**config.mk**
```make
export PLATFORM = sky130hd
export DESIGN_NAME = keypad_matrix_scanner
export DESIGN_NICKNAME = d
export VERILOG_FILES = /design/src/rtl/keypad_matrix_scanner.sv
export SDC_FILE = /design/constraint.sdc
export NUM_CORES = 1
export LEC_CHECK = 0
export ABC_AREA = 1
export CAP_MARGIN = 25
export CORE_UTILIZATION = 40
export CTS_CLUSTER_DIAMETER = 40
export CTS_CLUSTER_SIZE = 12
export DETAILED_ROUTE_END_ITERATION = 8
export GPL_TIMING_DRIVEN = 0
export PLACE_DENSITY = 0.65
export SLEW_MARGIN = 0
export SYNTH_ARGS = -nofsm -noshare
export SYNTH_HDL_FRONTEND = slang
export SYNTH_SLANG_ARGS = --single-unit
```
**constraint.sdc**
```tcl
create_clock -name clk -period 7.8 [get_ports clk]
set_input_delay 0.78 -clock clk [delete_from_list [all_inputs] [get_ports clk]]
set_output_delay 0.78 -clock clk [all_outputs]
set_load 0.02 [all_outputs]
```
**src/rtl/keypad_matrix_scanner.sv**
```systemverilog
`default_nettype none
// +--------------------------------------------------------------------------+
// | keypad_matrix_scanner                                                    |
// | Scans a 4x4 key matrix by column, debounces full frames, reports presses. |
// | Rev 1.0                                                                  |
// +--------------------------------------------------------------------------+
module keypad_matrix_scanner #(
    parameter int F_CLK           = 50000000,
    parameter int F_SCAN          = 1000,
    parameter int DEBOUNCE_FRAMES = 4
) (
    input  logic        clk,
    input  logic        rst_n,
    input  logic [3:0]  row_n,
    output logic [3:0]  col_n,
    output logic [15:0] key_state,
    output logic        key_valid,
    output logic [3:0]  key_code,
    output logic        key_multi,
    output logic        key_any
);

    localparam int DIV   = F_CLK / F_SCAN;
    localparam int CNT_W = (DIV > 1) ? $clog2(DIV) : 1;

    localparam logic [CNT_W-1:0] c_cnt_last = CNT_W'(DIV - 1);
    localparam logic [3:0]       c_deb      = 4'(DEBOUNCE_FRAMES);

    localparam logic [0:0] S_SCAN = 1'b0;
    localparam logic [0:0] S_EVAL = 1'b1;

    generate
        if (DIV < 4) begin : g_div_check
            $error("keypad_matrix_scanner: F_CLK/F_SCAN must be >= 4");
        end
        if (DEBOUNCE_FRAMES < 1 || DEBOUNCE_FRAMES > 15) begin : g_deb_check
            $error("keypad_matrix_scanner: DEBOUNCE_FRAMES must be 1..15");
        end
    endgenerate

    // Reset asserts asynchronously but leaves reset on a clock edge.
    logic [1:0] rst_sync_q;
    logic [1:0] rst_sync_d;
    logic       arst_n;

    always_comb begin
        rst_sync_d = {rst_sync_q[0], 1'b1};
    end

    always_ff @(posedge clk or negedge rst_n) begin
        if (!rst_n) begin
            rst_sync_q <= 2'b00;
        end else begin
            rst_sync_q <= rst_sync_d;
        end
    end

    assign arst_n = rst_sync_q[1];

    logic [3:0]       row_meta_q, row_meta_d;
    logic [3:0]       row_sync_q, row_sync_d;
    logic [CNT_W-1:0] cnt_q, cnt_d;
    logic [1:0]       col_q, col_d;
    logic [3:0]       col_n_q, col_n_d;
    logic [15:0]      frame_q, frame_d;
    logic [0:0]       state_q, state_d;
    logic [15:0]      cand_q, cand_d;
    logic [3:0]       match_q, match_d;
    logic [15:0]      key_state_q, key_state_d;
    logic             key_valid_q, key_valid_d;
    logic [3:0]       key_code_q, key_code_d;
    logic             key_multi_q, key_multi_d;

    logic [15:0] new_press;
    logic [3:0]  low_idx;
    logic [4:0]  pop_cnt;

    always_comb begin
        new_press = frame_q & ~key_state_q;
        low_idx   = 4'd0;
        pop_cnt   = 5'd0;
        for (int i = 15; i >= 0; i--) begin
            if (new_press[i]) begin
                low_idx = 4'(i);
            end
        end
        for (int i = 0; i < 16; i++) begin
            pop_cnt = pop_cnt + {4'd0, new_press[i]};
        end
    end

    always_comb begin
        row_meta_d  = row_n;
        row_sync_d  = row_meta_q;
        cnt_d       = cnt_q + 1'b1;
        col_d       = col_q;
        frame_d     = frame_q;
        state_d     = S_SCAN;
        cand_d      = cand_q;
        match_d     = match_q;
        key_state_d = key_state_q;
        key_valid_d = 1'b0;
        key_code_d  = key_code_q;
        key_multi_d = key_multi_q;

        if (cnt_q == c_cnt_last) begin
            cnt_d = '0;
            case (col_q)
                2'd0:    frame_d[3:0]   = ~row_sync_q;
                2'd1:    frame_d[7:4]   = ~row_sync_q;
                2'd2:    frame_d[11:8]  = ~row_sync_q;
                default: frame_d[15:12] = ~row_sync_q;
            endcase
            col_d = col_q + 2'd1;
            if (col_q == 2'd3) begin
                state_d = S_EVAL;
            end
        end

        // The next column-0 sample is at least DIV cycles away, so frame_q is whole here.
        if (state_q == S_EVAL) begin
            if (frame_q != cand_q) begin
                cand_d  = frame_q;
                match_d = 4'd1;
            end else if (match_q < c_deb) begin
                match_d = match_q + 4'd1;
            end
            if (match_d == c_deb && frame_q != key_state_q) begin
                key_state_d = frame_q;
                if (|new_press) begin
                    key_valid_d = 1'b1;
                    key_code_d  = low_idx;
                    key_multi_d = (pop_cnt > 5'd1);
                end
            end
        end

        col_n_d = ~(4'b0001 << col_d);
    end

    always_ff @(posedge clk or negedge arst_n) begin
        if (!arst_n) begin
            row_meta_q  <= 4'b1111;
            row_sync_q  <= 4'b1111;
            cnt_q       <= '0;
            col_q       <= 2'd0;
            col_n_q     <= 4'b1110;
            frame_q     <= 16'h0000;
            state_q     <= S_SCAN;
            cand_q      <= 16'h0000;
            match_q     <= 4'd0;
            key_state_q <= 16'h0000;
            key_valid_q <= 1'b0;
            key_code_q  <= 4'd0;
            key_multi_q <= 1'b0;
        end else begin
            row_meta_q  <= row_meta_d;
            row_sync_q  <= row_sync_d;
            cnt_q       <= cnt_d;
            col_q       <= col_d;
            col_n_q     <= col_n_d;
            frame_q     <= frame_d;
            state_q     <= state_d;
            cand_q      <= cand_d;
            match_q     <= match_d;
            key_state_q <= key_state_d;
            key_valid_q <= key_valid_d;
            key_code_q  <= key_code_d;
            key_multi_q <= key_multi_d;
        end
    end

    assign col_n     = col_n_q;
    assign key_state = key_state_q;
    assign key_valid = key_valid_q;
    assign key_code  = key_code_q;
    assign key_multi = key_multi_q;
    assign key_any   = |key_state_q;

endmodule
`default_nettype wire

```
======== Word level (Yosys, flattened, before mapping) ========
Index checks and enable logic that the tools add are counted.
cells by class
  shifts and indexed selects .............. 1
  mux-type cells .......................... 26
  eq/ne operators ......................... 7
  reduce and logical (&&, ||, !) cells .... 12
  $add $sub $neg .......................... 18
  $lt $le $gt $ge ......................... 2
  bitwise gates (word level) .............. 5
operator list
  operator                                                                      count
  4-bit two-way mux                                                             19
  5-bit by 1-bit adder with 5-bit output                                        11
  16-bit inequality test                                                        2
  16-bit OR reduction                                                           2
  16-bit by 1-bit adder with 16-bit output, second input constant               1
  16-bit AND                                                                    1
  16-bit == test, second input constant                                         1
  16-bit two-way mux                                                            1
  16-bit inverter                                                               1
  2-bit AND reduction                                                           6
  4-bit inverter                                                                2
  4-bit by 1-bit adder with 5-bit output                                        1
  5-bit by 1-bit > comparator with 1-bit output, second input constant          1
  1-bit two-way mux                                                             5
  3-bit by 1-bit adder with 4-bit output                                        1
  4-bit by 1-bit adder with 4-bit output, second input constant                 1
  2-bit == test, second input constant                                          2
  4-bit by 3-bit == test with 1-bit output, second input constant               1
  4-bit by 3-bit less-than comparator with 1-bit output, second input constant  1
  1-bit by 2-bit left shift with 4-bit output, first input constant             1
  2-bit by 1-bit adder with 3-bit output                                        1
  3-bit AND reduction                                                           1
  3-bit OR reduction                                                            1
  1-bit by 1-bit adder with 2-bit output                                        1
  other kinds (6)                                                               6
storage, ports and cells
  input port bits ......................... 6
  word-level logic and storage cells ...... 88
  register bits after elaboration ......... 91
  output and inout port bits .............. 27

======== Longest topological paths before layout ========
  depth in word-level cells ............... 18
  mapped depth ............................ 19
  gate-level depth less buffers ........... 19

======== Least setup slack after synthesis ========
OpenSTA, ideal clock, no wires.
  path kind ............................... register to register
  start point ............................. register key_state_q[3], in the netlist key_state[3]
  end point ............................... register key_multi_q, in the netlist key_multi
  period minus slack after synthesis ...... 4.031 ns
  setup time .............................. 0.121 ns
  data arrival time ....................... 3.910 ns
  path buffers ............................ 0
  path slack .............................. 3.769 ns
  cell stages (with the launch flop) ...... 16
  data required time ...................... 7.679 ns
  cell sequence ........................... dfrtp_1 > inv_1 > ha_1 > fa_1 > inv_1 > fa_1 > fa_1 > fa_1 > inv_1 > ha_1 > inv_1 > fa_1 > nor3b_1 > o21ai_0 > a21oi_1 > o21ai_2
on the way
  longest elaborated chain between the ends .. 16
  elaborated cells between the ends (all ways) .. 20
  classes of those cells .................. 13 x add/sub; 1 x order compare; 1 x eq/ne; 2 x bitwise; 3 x reduce/logical
ends and longest elaborated chain
  element                                                RTL line  text
  start, declared                                        69        logic [15:0] key_state_q, key_state_d;
  start signal, assigned                                 166       key_state_q <= key_state_d;
  16-bit inverter                                        79        new_press = frame_q & ~key_state_q;
  16-bit AND                                             79
  3-bit by 1-bit adder with 4-bit output                 88        pop_cnt = pop_cnt + {4'd0, new_press[i]};
  4-bit by 1-bit adder with 5-bit output                 88
  5-bit by 1-bit adder with 5-bit output (11 in series)  88
  5-bit by 1-bit > comparator with 1-bit output          133       key_multi_d = (pop_cnt > 5'd1);
  end signal, assigned                                   169       key_multi_q <= key_multi_d;
  end, declared                                          72        logic key_multi_q, key_multi_d;
Several ways; a longest one is shown, not always the timed one.
A chain may end at the register's enable or synchronous reset.

======== Final worst setup path ========
  start point ............................. register frame_q[3]
  end point ............................... register key_multi_q, in the netlist key_multi
on the way
  longest elaborated chain between the ends .. 15
  elaborated cells between the ends (all ways) .. 23
  classes of those cells .................. 13 x add/sub; 1 x order compare; 3 x eq/ne; 2 x mux; 1 x bitwise; 3 x reduce/logical
ends and longest elaborated chain
  element                                                RTL line  text
  start, declared                                        65        logic [15:0] frame_q, frame_d;
  start signal, assigned                                 162       frame_q <= frame_d;
  16-bit AND                                             79
  3-bit by 1-bit adder with 4-bit output                 88
  4-bit by 1-bit adder with 5-bit output                 88
  5-bit by 1-bit adder with 5-bit output (11 in series)  88
  5-bit by 1-bit > comparator with 1-bit output          133
Several ways; a longest one is shown, not always the timed one. The select of a mux whose other input is x is not followed.

==> results by group <==
Routing
  • # DRC: 10
  • Initial drt markers: 162
  • DR WL/cell: 13.6 µm
  • Via density: 4.88
  • Vias: 3408
  • DRT Wirelength: 9510 µm
  • DRT Pass-1 Iters: 6
  • Routed Antenna Nets: 0

Logic synthesis
  • EDFF count, synth: 0
  • Seq cells post-synth: 91
  • Top post-synthesis cells by area: dfrtp_1 42%, nand2_1 7.7%, ha_1 7.4%, inv_1 6.9%, dfstp_2 6.1%
  • Top cell type's share of synthesized area: 0.420
  • Post-Syn Area: 0.00476 mm²
  • Post-synth net total: 551
  • Number of synthesis warnings: 0
  • Syn Area/Cell: 9.39 µm²
  • Async S/R FF share, synth: 1.00
  • Sequential area share after synthesis: 0.481
  • Distinct cells, synth: 40
  • Dominant synthesized flop cell: dfrtp_1
  • Biggest area consumer among synthesized cells: dfrtp_1
  • Mapped Cells: 507

Placement
  • Number of port buffers: 32
  • GPL Wtd Cong: 0.889
  • Post-DP HPWL: 7350 µm
  • Post-DP Area: 0.00529 mm²

Floorplanning
  • Die Width: 111 µm
  • Die height: 111 µm
  • IO Pins: 33
  • Core area: 0.0115 mm²
  • Die area: 0.0123 mm²
  • Row count: 39
  • Initial Utilization: 0.414

Job
  • Max_cap viols: 0

Setup path
  • Setup CP Type: reg2reg
  • Critical path's slowest cell: fa_1
  • Worst setup SP type: flip-flop
  • WP data required: 8.02 ns
  • Max incr delay on CP: 0.55 ns
  • Critical Path End Type: flip-flop
  • WP buf/inv: 3
  • Crit-path most repeated cell: fa_1
  • Delay-heaviest family, CP: adder cells
  • Arrival time of the worst setup path: 4.49 ns
  • Crit Path Max Fanout: 4
  • Critical path, cell by cell: ha_1, fa_1, inv_1, fa_1, fa_1, fa_1, inv_1, ha_1, inv_1, fa_1, nor3b_1, o21ai_0, a21oi_1, o21ai_2

Clocking
  • CTS sink cnt: 91
  • CTS Buf Count: 9
  • Clk slew on worst S/H paths: 0.06 ns
  • H-tree depth: 3
  • Post-CTS Resized: 0
  • CTS Buffer Depth: 2
  • Hold buffer count at cts: 0
  • Root Driver: clkbuf_16
  • CTS tree: yes
  • Post-CTS setup buffer count: 0
  • Worst-Skew Late Latency: 0.34 ns

Global route
  • Global-route wire length before repair: 16700 µm
  • Initial antenna violation count: 0
  • All-Layer GR Usage: 0.172
  • Number of global-route vias before repair: 3470
  • Largest net degree at the start of global routing: 51
  • Total grt overflow: 0

Timing
  • Final Cycle Share: 0.548
  • Fin crit period: 4.27 ns
  • F_max: 234 MHz
  • Worst-Margin Slew: 0.569 ns
  • Final setup violation count: 0
  • Slew Limit Fails: 0
  • Clk_skew: 0.00838 ns
  • RSZ-0062 raised after global routing: no
  • Final hold viol count: 0
  • Setup_tns: 0 ns
  • Rel. slew slack: 0.617

Layout
  • Design area: 0.00556 mm²
  • Most frequent cells in the layout: 98 x nand2_1, 88 x inv_1, 79 x dfrtp_1
  • Diode count: 0
  • P&R area growth vs syn: 16.8%
  • Final #Nets: 595
  • Proportion of layout cells with a drive suffix above 1: 0.133
  • Most common cell after layout, fill and taps aside: nand2_1

Worst hold path
  • Hold WC Path Type: reg2async

Status
  • Failing checks: design-rule violations
  • Outcome: finished with violations

Power and ir drop
  • Leakage: 2.64 nW
  • Worst VDD drop: 143 µV
  • PD cells: 159 mW/mm²
  • Power Total: 0.882 mW
[logic make-up after synthesis]
group | count (synthesis) | share of synthesized area
xor gates and xnor gates | 18 | 0.0331
buffers and inverters | 100 | 0.0904
adders and majority gates | 38 | 0.116
and+or+nand+nor | 179 | 0.175
DFF | 91 | 0.481
other | 1 | 0.000787
AOI/OAI and AO/OA | 80 | 0.104
[registers in the layout, summed over array words and instances, names as in the netlist]
register / count
cnt_q: 16
match_q: 4
row_sync_q: 4
cand_q: 16
state_q: 1
key_valid: 1
col_n: 4
col_q: 2
key_multi: 1
row_meta_q: 4
rst_sync_q: 2
frame_q: 16
key_code: 4
key_state: 16
[report_power, final]
| group | switching [mW] | internal, mW |
|---|---|---|
| combinational | 0.00503 | 0.00359 |
| clock | 0.175 | 0.216 |
| sequential | 0.00572 | 0.477 |
[layout make-up]
cell class	instances	area [µm²]
flip-flops and latches	91	2290
plain buffers	7	75.1
fillers	1087	5950
multi-input cells	316	2040
repair buffers	33	348
clock inverters	6	40.0
clock buffers	10	229
inverters	93	355
well taps	143	179
[synthesized netlist by cell type (2+ instances only)]
library cell,number
a21oi_1,10
a31oi_1,2
and3_1,2
buf_6,6
dfrtp_1,80
dfstp_2,11
fa_1,10
ha_1,28
inv_1,88
inv_2,3
nand2_1,98
nand2_2,5
nand3_1,11
nand4_1,11
nor2_1,28
nor2_4,2
nor3_1,2
nor4_1,10
nor4_2,3
o211ai_1,2
o21ai_0,29
o21ai_1,12
o21ai_2,21
xnor2_1,4
xor2_1,14
[per-layer routing]
layer | vias to the layer above | GRT usage | routed length [µm]
met1 | 1638 | 0.221 | 4420
met3 | 13 | 0.0432 | 355
met5 | - | 0 | 0
met4 | 0 | 0.0586 | 177
met2 | 55 | 0.285 | 4550
li1 | 1702 | - | -
[stage by stage]
stage / hold WS (ns) / util / cells / setup WS [ns]
after floorplan: 0.331 / - / 507 / 3.77
after global placement: 0.336 / 0.457 / 682 / 3.62
after detailed placement: 0.341 / 0.460 / 683 / 3.54
after CTS: 0.343 / 0.483 / 699 / 3.51
after global routing: 0.358 / 0.483 / 699 / 3.42
final: 0.318 / 0.483 / 699 / 3.53
[worst paths after layout]
| path | start | to | slack, ns | depth (start not counted) |
|---|---|---|---|---|
| min in group clk | row_meta_q[3] | row_sync_q[3] | 0.35 | 0 |
| setup / recovery | frame_q[3] | key_multi | 3.53 | 14 |
| setup reg to reg | frame_q[3] | key_multi | 3.53 | 14 |
| hold reg to reg | rst_sync_q[1] | frame_q[7] | 0.32 | 0 |
| max in group asynchronous | rst_sync_q[1] | col_n[3] | 6.81 | 1 |
| hold / removal | rst_sync_q[1] | frame_q[7] | 0.32 | 0 |
(Power assumes the default switching activity.)
